### src/rtl/led_column_fetch.sv
// led_column_fetch: fetches one LED column (WORDS_PER_COL SDRAM words) through
// the port arbiter and streams the returned words, in order, into the LED
// column buffer. Issue and receive sides are counted independently so the
// arbiter may grant and return bursts in any split.
module led_column_fetch #(
  parameter int unsigned WORDS_PER_COL = 128,
  parameter int unsigned NUM_COLS      = 128,
  parameter logic [23:0] FRAME_BASE    = 24'h000000,
  parameter int unsigned FRAME_WORDS   = 16384
) (
  input  logic                         SDRAM_CLKn,
  input  logic                         nReset,
  input  logic                         colReq,
  input  logic [$clog2(NUM_COLS)-1:0]  colIndex,
  input  logic                         frameSel,
  output logic                         readReq,
  output logic [23:0]                  address,
  input  logic                         addressAck,
  input  logic                         readDataValid,
  input  logic [15:0]                  readData,
  output logic                         LEDwren,
  output logic [$clog2(WORDS_PER_COL)-1:0] bufWrAddress,
  output logic [15:0]                  bufLedCol,
  output logic                         busy,
  output logic                         colDone,
  output logic                         overrun
);

  localparam int unsigned AW   = $clog2(WORDS_PER_COL);
  localparam int unsigned CW   = $clog2(NUM_COLS);
  localparam int unsigned CNTW = AW + 1;
  localparam logic [CNTW-1:0] TERM = CNTW'(WORDS_PER_COL);
  localparam logic [CNTW-1:0] LAST = CNTW'(WORDS_PER_COL - 1);

  typedef enum logic [1:0] {
    IDLE,
    FETCH,
    DONE
  } state_t;

  state_t            r_state;
  state_t            w_next;

  logic [CW-1:0]     r_colIndex;
  logic              r_frameSel;
  logic [CNTW-1:0]   r_issued;
  logic [CNTW-1:0]   r_received;
  logic              r_LEDwren;
  logic [AW-1:0]     r_bufWrAddress;
  logic [15:0]       r_bufLedCol;
  logic              r_overrun;

  logic              w_readReq;
  logic              w_accept;
  logic              w_issueFire;
  logic              w_rxFire;
  logic              w_drop;
  logic [23:0]       w_bankOffset;
  logic [23:0]       w_colOffset;
  logic [23:0]       w_address;

  // Read address is built only from registered state so it holds steady
  // from the cycle readReq rises until the arbiter acknowledges it.
  always_comb begin
    w_bankOffset = r_frameSel ? 24'(FRAME_WORDS) : '0;
    w_colOffset  = 24'(r_colIndex) << AW;
    w_address    = FRAME_BASE + w_bankOffset + w_colOffset + 24'(r_issued);
  end

  // Next-state decode plus the per-cycle issue/receive/accept strobes.
  always_comb begin
    w_next      = r_state;
    w_accept    = 1'b0;
    w_issueFire = 1'b0;
    w_rxFire    = 1'b0;
    w_readReq   = (r_state == FETCH) && (r_issued < TERM);
    w_drop      = colReq && (r_state != IDLE);
    case (r_state)
      IDLE: begin
        if (colReq) begin
          w_accept = 1'b1;
          w_next   = FETCH;
        end
      end
      FETCH: begin
        w_issueFire = w_readReq && addressAck;
        w_rxFire    = readDataValid;
        if (readDataValid && (r_received == LAST)) begin
          w_next = DONE;
        end
      end
      DONE: begin
        w_next = IDLE;
      end
      default: begin
        w_next = IDLE;
      end
    endcase
  end

  // State register.
  always_ff @(posedge SDRAM_CLKn) begin
    if (!nReset) begin
      r_state <= IDLE;
    end else begin
      r_state <= w_next;
    end
  end

  // Request latch and the two independent issue/receive counters.
  always_ff @(posedge SDRAM_CLKn) begin
    if (!nReset) begin
      r_colIndex <= '0;
      r_frameSel <= 1'b0;
      r_issued   <= '0;
      r_received <= '0;
    end else begin
      if (w_accept) begin
        r_colIndex <= colIndex;
        r_frameSel <= frameSel;
        r_issued   <= '0;
        r_received <= '0;
      end else begin
        if (w_issueFire) begin
          r_issued <= r_issued + CNTW'(1);
        end
        if (w_rxFire) begin
          r_received <= r_received + CNTW'(1);
        end
      end
    end
  end

  // Column buffer write port: one registered write per returned word.
  always_ff @(posedge SDRAM_CLKn) begin
    if (!nReset) begin
      r_LEDwren      <= 1'b0;
      r_bufWrAddress <= '0;
      r_bufLedCol    <= '0;
    end else begin
      r_LEDwren <= w_rxFire;
      if (w_rxFire) begin
        r_bufWrAddress <= r_received[AW-1:0];
        r_bufLedCol    <= readData;
      end
    end
  end

  // Sticky flag for a column request that arrived while a fetch was running.
  always_ff @(posedge SDRAM_CLKn) begin
    if (!nReset) begin
      r_overrun <= 1'b0;
    end else if (w_drop) begin
      r_overrun <= 1'b1;
    end
  end

  assign readReq      = w_readReq;
  assign address      = w_address;
  assign LEDwren      = r_LEDwren;
  assign bufWrAddress = r_bufWrAddress;
  assign bufLedCol    = r_bufLedCol;
  assign busy         = (r_state != IDLE);
  assign colDone      = (r_state == DONE);
  assign overrun      = r_overrun;

endmodule

### config.mk
export PLATFORM = sky130hd
export DESIGN_NAME = led_column_fetch
export DESIGN_NICKNAME = d
export VERILOG_FILES = /design/src/rtl/led_column_fetch.sv
export SDC_FILE = /design/constraint.sdc
export NUM_CORES = 1
export LEC_CHECK = 0
export CAP_MARGIN = 15
export CORE_UTILIZATION = 45
export CTS_CLUSTER_SIZE = 16
export DETAILED_ROUTE_END_ITERATION = 8
export DONT_BUFFER_PORTS = 1
export PLACE_DENSITY_LB_ADDON = 0.2
export SETUP_SLACK_MARGIN = 0.05
export SYNTH_ARGS = -nofsm -noshare
export SYNTH_HDL_FRONTEND = slang
export SYNTH_SLANG_ARGS = --single-unit
### constraint.sdc
create_clock -name SDRAM_CLKn -period 1.7 [get_ports SDRAM_CLKn]
set_input_delay 0.17 -clock SDRAM_CLKn [delete_from_list [all_inputs] [get_ports SDRAM_CLKn]]
set_output_delay 0.17 -clock SDRAM_CLKn [all_outputs]
set_load 0.005 [all_outputs]
Word-level counts from Yosys, hierarchy flattened

Cells that the tools add are included.

Reductions and logical operators: 8
Mux-type cells: 8
$add $sub $neg: 4
Order comparisons: 1
Eq/ne operators: 5
Bitwise logic cells: 1

Operator list:

| kind                                                                   | count |
|---|---|
| 16-bit by 8-bit adder with 17-bit output                               | 1 |
| 15-bit by 14-bit adder with 16-bit output                              | 1 |
| 8-bit by 1-bit adder with 8-bit output (second input constant)         | 2 |
| 15-bit two-way mux                                                     | 1 |
| 8-bit by 7-bit equality test with 1-bit output (second input constant) | 1 |
| 8-bit < comparator (second input constant)                             | 1 |
| 1-bit logical AND                                                      | 4 |
| 1-bit two-way mux                                                      | 4 |
| 2-bit two-way mux                                                      | 2 |
| 2-bit one-hot mux with 2 select lines                                  | 1 |
| 2-bit by 1-bit equality test with 1-bit output (second input constant) | 1 |
| 2-bit equality test (second input constant)                            | 1 |
| 2-bit logical NOT                                                      | 1 |
| 2-bit by 1-bit != test with 1-bit output (second input constant)       | 1 |
| 2-bit != test (second input constant)                                  | 1 |
| 2-bit AND reduction                                                    | 1 |
| 2-bit nonzero test                                                     | 1 |
| 2-bit OR reduction                                                     | 1 |
| 1-bit NOT                                                              | 1 |

Bits of input ports: 29
Output and inout bits: 52
Register bits after elaboration: 51
Logic and storage cells: 36

Depth between registers and ports, before layout

Word-level depth: 4
Gate-level depth with buffers: 6
Gate-level depth less buffers: 4

Least setup slack after synthesis

Ideal clock, no wire load.

Path kind: reg-to-reg
Start point: register r_state[1]
End point: register r_issued[3]
Data arrival time: 1.249 ns
Clock period less this slack: 1.319 ns
Stages on the path, launching flop included: 6
Path buffers: 2
Library setup time: 0.070 ns
Required time: 1.630 ns
Path slack: 0.381 ns
Cell sequence: dfxtp_1 > buf_6 > nand4bb_4 > buf_4 > or3_1 > a21oi_1

Cells in the longest elaborated chain, start to end: 4
Elaborated cells on any way between the ends: 7
Those cells by class: 1 x eq/ne; 2 x mux; 4 x reduce/logical

RTL lines:

| item                                           | line   | RTL |
|---|---|---|
| start: declaration                             | 41     | `state_t r_state;` |
| start signal: assignment                       | 106    | `r_state <= w_next;` |
| 2-bit by 1-bit equality test with 1-bit output | 76, 78 |  |
| 1-bit logical AND                              | 76     | `w_readReq = (r_state == FETCH) && (r_issued < TERM);` |
| 1-bit logical AND                              | 86     | `w_issueFire = w_readReq && addressAck;` |
| 1-bit two-way mux                              | 78     | `case (r_state)` |
| end signal: assignment                         | 125    | `r_issued <= r_issued + CNTW'(1);` |
| end: declaration                               | 46     | `logic [CNTW-1:0] r_issued;` |

Parallel ways exist; a longest one is shown, timed or not.
A chain may end at the register's enable or synchronous reset.

Worst setup path after layout

Start point: register r_issued[7]
End point: output port address[11]

Cells in the longest elaborated chain, start to end: 1

RTL lines:

| item                                     | line | RTL |
|---|---|---|
| 16-bit by 8-bit adder with 17-bit output | 67   | `w_address = FRAME_BASE + w_bankOffset + w_colOffset + 24'(r_issued);` |
| end: declaration                         | 17   | `output logic [23:0] address,` |

Every way passes these cells.

==> impl_metrics.sql <==
INSERT INTO impl_metrics (metric_group, metric, value, unit) VALUES
('finish', 'area_of_all_placed_cells_without_fillers', '2552', 'um^2'),
('worst_setup_path', 'cell_chain_of_the_critical_path', 'ha_2, ha_1, nand3_1, xnor2_1', ''),
('worst_setup_path', 'crit_family', 'adder cells', ''),
('status', 'outcome', 'completed', ''),
('placement', 'hpwlAfterDp', '3046', 'um'),
('logic_synthesis', 'synth-main-ff-cell', 'sky130_fd_sc_hd__dfxtp_1', ''),
('finish', 'post_route_cells_drive_above_1_share', '7.914', '%'),
('clock_network', 'cts_made_buffers', '5', ''),
('worst_setup_path', 'arrival', '1360', 'ps'),
('logic_synthesis', 'synthesis.yosys.warnings', '0', ''),
('grt', 'maximum_number_of_pins_on_one_net_before_global_route_repair', '37', ''),
('sta', 'actual_transition_at_the_worst_max_transition_pin', '510.5', 'ps'),
('die', 'initial_core_util', '47.77', '%'),
('sta', 'achievable-frequency', '651.9', 'MHz'),
('finish', 'nFillCells', '488', ''),
('worst_setup_path', 'required', '1530', 'ps'),
('die', 'die_height', '73.74', 'um'),
('sta', 'report.final.setup_viol', '0', ''),
('placement', 'routability_congestion_estimate_from_global_placement', '0.7164', ''),
('grt', 'grt_util_all_layers', '16.85', '%'),
('placement', 'pre_cts_ws', '173.5', 'ps'),
('finish', 'number_of_nets_in_the_final_layout', '311', ''),
('logic_synthesis', 'synth.ff_latch_count', '51', ''),
('clock_network', 'worstSkewPairLatency', '300', 'ps'),
('sta', 'final.setup_skew', '9.564', 'ps'),
('finish', 'diodes_inserted', '0', ''),
('routing', 'wire_per_inst', '13.59', 'um'),
('sta', 'report.final.hold_viol_count', '0', ''),
('clock_network', 'clkTransAtPathRegs', '90', 'ps'),
('placement', 'buffer_ports.inserted', '0', ''),
('sta', 'setup-tns-final', '0', 'ps'),
('die', 'horizontal_extent_of_the_die', '73.74', 'um'),
('logic_synthesis', 'seq_area_frac_synth', '44.08', '%'),
('routing', 'via_per_inst', '5.151', ''),
('clock_network', 'cts_htree_levels', '2', ''),
('clock_network', 'clock_tree_from_tritoncts', 'built', ''),
('worst_setup_path', 'critPathLaunchType', 'register', ''),
('die', 'io_pins', '81', ''),
('worst_setup_path', 'timing.critical_path.slowest_stage_cell', 'sky130_fd_sc_hd__dfxtp_2', ''),
('power', 'leakage_power_total', '0.8764', 'nW'),
('die', 'placement_rows', '25', ''),
('worst_setup_path', 'setup.worst_path.class', 'reg2out', ''),
('worst_setup_path', 'timing.critical_path.to_type', 'output port', ''),
('grt', 'grt_pass1_wl', '7024', 'um'),
('sta', 'finalWorstSetupSlack', '166.1', 'ps'),
('logic_synthesis', 'syn_area_per_cell', '8.546', 'um^2'),
('routing', 'detail_route.first_pass.iterations', '4', ''),
('sta', 'slew-limit-headroom', '65.82', '%'),
('clock_network', 'clkSinkCount', '51', ''),
('routing', 'postRouteWirelength', '4690', 'um'),
('die', 'floorplan.core_area', '4848', 'um^2'),
('worst_setup_path', 'crit_path_max_fanout', '4', ''),
('clock_network', 'postCtsSetupBuffers', '0', ''),
('run', 'max_cap_violations', '0', ''),
('sta', 'rsz0062_at_grt', 'no', ''),
('worst_setup_path', 'cp_num_buf_inv', '0', ''),
('logic_synthesis', 'netlist_area', '2316', 'um^2'),
('routing', 'vias', '1777', ''),
('sta', 'final-max-slew-violation-count', '0', ''),
('routing', 'first_iter_violations', '68', ''),
('power', 'power.density', '878.7', 'nW/um^2'),
('sta', 'final_critical_period', '1534', 'ps'),
('clock_network', 'clock-root-buffer', 'sky130_fd_sc_hd__clkbuf_8', ''),
('sta', 'min_period_over_period', '90.23', '%'),
('logic_synthesis', 'syn-instance-count', '271', ''),
('finish', 'syn_to_final_growth', '10.21', '%'),
('logic_synthesis', 'asyncSetResetFlopFracSynth', '0', '%'),
('power', 'worst_ir_drop_vdd', '0.5594', 'mV'),
('die', 'design.die.area', '5438', 'um^2'),
('clock_network', 'clock_tree.buffer_depth', '2', ''),
('logic_synthesis', 'synth-edff-count', '0', ''),
('grt', 'grt_antenna_before_repair', '0', ''),
('worst_setup_path', 'critical_path.max_stage_delay', '370', 'ps'),
('routing', 'drcViolationCount', '0', ''),
('grt', 'vias_in_the_first_global_route', '1550', ''),
('min_path', 'worstHoldPathType', 'in2reg', ''),
('routing', 'final_antenna_net_count', '0', ''),
('logic_synthesis', 'yosys.cell_types.count', '37', ''),
('placement', 'dpl_cell_area', '2291', 'um^2'),
('grt', 'grt.overflow.total', '0', '');
-- state kept, by name (all words and copies together), names as in the netlist --
signal,count
LEDwren,1
bufLedCol,16
bufWrAddress,7
overrun,1
r_colIndex,7
r_frameSel,1
r_issued,8
r_received,8
r_state,2
-- placed cells by master (no fill, tap or decap), types with 2 or more instances in the layout --
cell type,synthesis,final
sky130_fd_sc_hd__a21boi_0,31,31
sky130_fd_sc_hd__a21oi_1,12,12
sky130_fd_sc_hd__and2_1,2,2
sky130_fd_sc_hd__buf_4,17,7
sky130_fd_sc_hd__clkbuf_8,0,5
sky130_fd_sc_hd__conb_1,1,8
sky130_fd_sc_hd__dfxtp_1,51,49
sky130_fd_sc_hd__dfxtp_2,0,2
sky130_fd_sc_hd__dlygate4sd3_1,0,15
sky130_fd_sc_hd__ha_1,4,3
sky130_fd_sc_hd__inv_1,5,5
sky130_fd_sc_hd__mux2i_1,2,2
sky130_fd_sc_hd__nand2_1,72,72
sky130_fd_sc_hd__nand3_1,8,8
sky130_fd_sc_hd__nand3b_1,2,2
sky130_fd_sc_hd__nand4_1,3,3
sky130_fd_sc_hd__nand4b_1,2,2
sky130_fd_sc_hd__nor2_1,5,5
sky130_fd_sc_hd__nor2b_1,2,2
sky130_fd_sc_hd__nor4_1,3,3
sky130_fd_sc_hd__o21ai_0,5,5
sky130_fd_sc_hd__o31ai_1,4,4
sky130_fd_sc_hd__or3_1,5,5
sky130_fd_sc_hd__or4_1,4,4
sky130_fd_sc_hd__xnor2_1,5,5
sky130_fd_sc_hd__xor2_1,3,3
-- layer usage --
metal | share of wire (%) | vias to the layer above | routed length (um) | GRT usage (%)
met5 | 0 | - | 0 | 0
met2 | 46 | 55 | 2145 | 27.62
met4 | 0.66 | 0 | 31 | 4.487
li1 | - | 903 | - | -
met3 | 7.1 | 5 | 333 | 5.350
met1 | 46 | 814 | 2179 | 21.32
-- kinds of logic after synthesis --
logic type / after synthesis / synth area share (%)
fa+ha+maj: 4 / 2.161
xor+xnor: 8 / 3.026
other cells: 1 / 0.1619
compound gates: 55 / 16.15
flops: 51 / 44.08
buf+inv: 34 / 8.914
mux: 2 / 0.8644
simple gates: 116 / 24.64
-- what timing repair did --
action / CTS / global route
resized for setup: 0 / 3
setup endpoints to repair: 0 / 4
hold buffers: 10 / 5
endpoints found under the hold margin: 11 / 11
-- area by class of cell --
class                   instances  area (um^2)  area share [%]
multi-input cells             193         1117           43.77
flip-flops and latches         51         1023           40.10
repair buffers                 22        202.7           7.941
well taps                      67        83.83           3.284
clock buffers                   5        68.82           2.696
clock inverters                 2        37.54           1.471
inverters                       5        18.77          0.7353
-- cells in the mapped netlist, types with 2 or more instances --
cell,count,area share (%)
sky130_fd_sc_hd__a21boi_0,31,10
sky130_fd_sc_hd__o21ai_0,5,1.1
sky130_fd_sc_hd__nor4_1,3,0.81
sky130_fd_sc_hd__xnor2_1,5,1.9
sky130_fd_sc_hd__nand4b_1,2,0.76
sky130_fd_sc_hd__buf_4,17,5.5
sky130_fd_sc_hd__inv_1,5,0.81
sky130_fd_sc_hd__nor2_1,5,0.81
sky130_fd_sc_hd__nand2_1,72,12
sky130_fd_sc_hd__mux2i_1,2,0.86
sky130_fd_sc_hd__a21oi_1,12,2.6
sky130_fd_sc_hd__xor2_1,3,1.1
sky130_fd_sc_hd__ha_1,4,2.2
sky130_fd_sc_hd__or3_1,5,1.4
sky130_fd_sc_hd__o31ai_1,4,1.3
sky130_fd_sc_hd__clkbuf_1,5,0.81
sky130_fd_sc_hd__nand3_1,8,1.7
sky130_fd_sc_hd__or4_1,4,1.3
sky130_fd_sc_hd__buf_2,6,1.3
sky130_fd_sc_hd__nor2b_1,2,0.54
sky130_fd_sc_hd__nand4_1,3,0.81
sky130_fd_sc_hd__nand3b_1,2,0.65
sky130_fd_sc_hd__dfxtp_1,51,44
sky130_fd_sc_hd__and2_1,2,0.54
-- report_power, final --
part	switching, mW	total (mW)	internal, mW	leakage [nW]
combinational	0.0897	0.170	0.0807	0.412
sequential	0.0333	1.26	1.23	0.415
clock	0.381	0.811	0.430	0.0502
total	0.504	2.24	1.74	0.876
-- path summary, 6_finish.rpt --
kind,startpoint,end,slack [ps],cells past startpoint
max reg2reg,r_state[1],r_issued[5],210,3
max,r_issued[7],address[11],170,4
min,readData[12],bufLedCol[12],5,2
min reg2reg,r_colIndex[0],r_colIndex[0],480,2
-- through the flow --
| step | hold WS [ps] | instances | util [%] | power, mW |
|---|---|---|---|---|
| 2_1_floorplan | 267.4 | 278 | - | 1.417 |
| 3_3_place_gp | 270.6 | 323 | 47.25 | 1.425 |
| 3_5_place_dp | 276.0 | 323 | 47.25 | 1.428 |
| 4_1_cts | 0.2415 | 340 | 51.51 | 2.261 |
| 5_1_grt | 4.826 | 345 | 52.65 | 2.356 |
| 6_report | 4.968 | 345 | 52.65 | 2.243 |
Power figures use the tool's default switching activity.
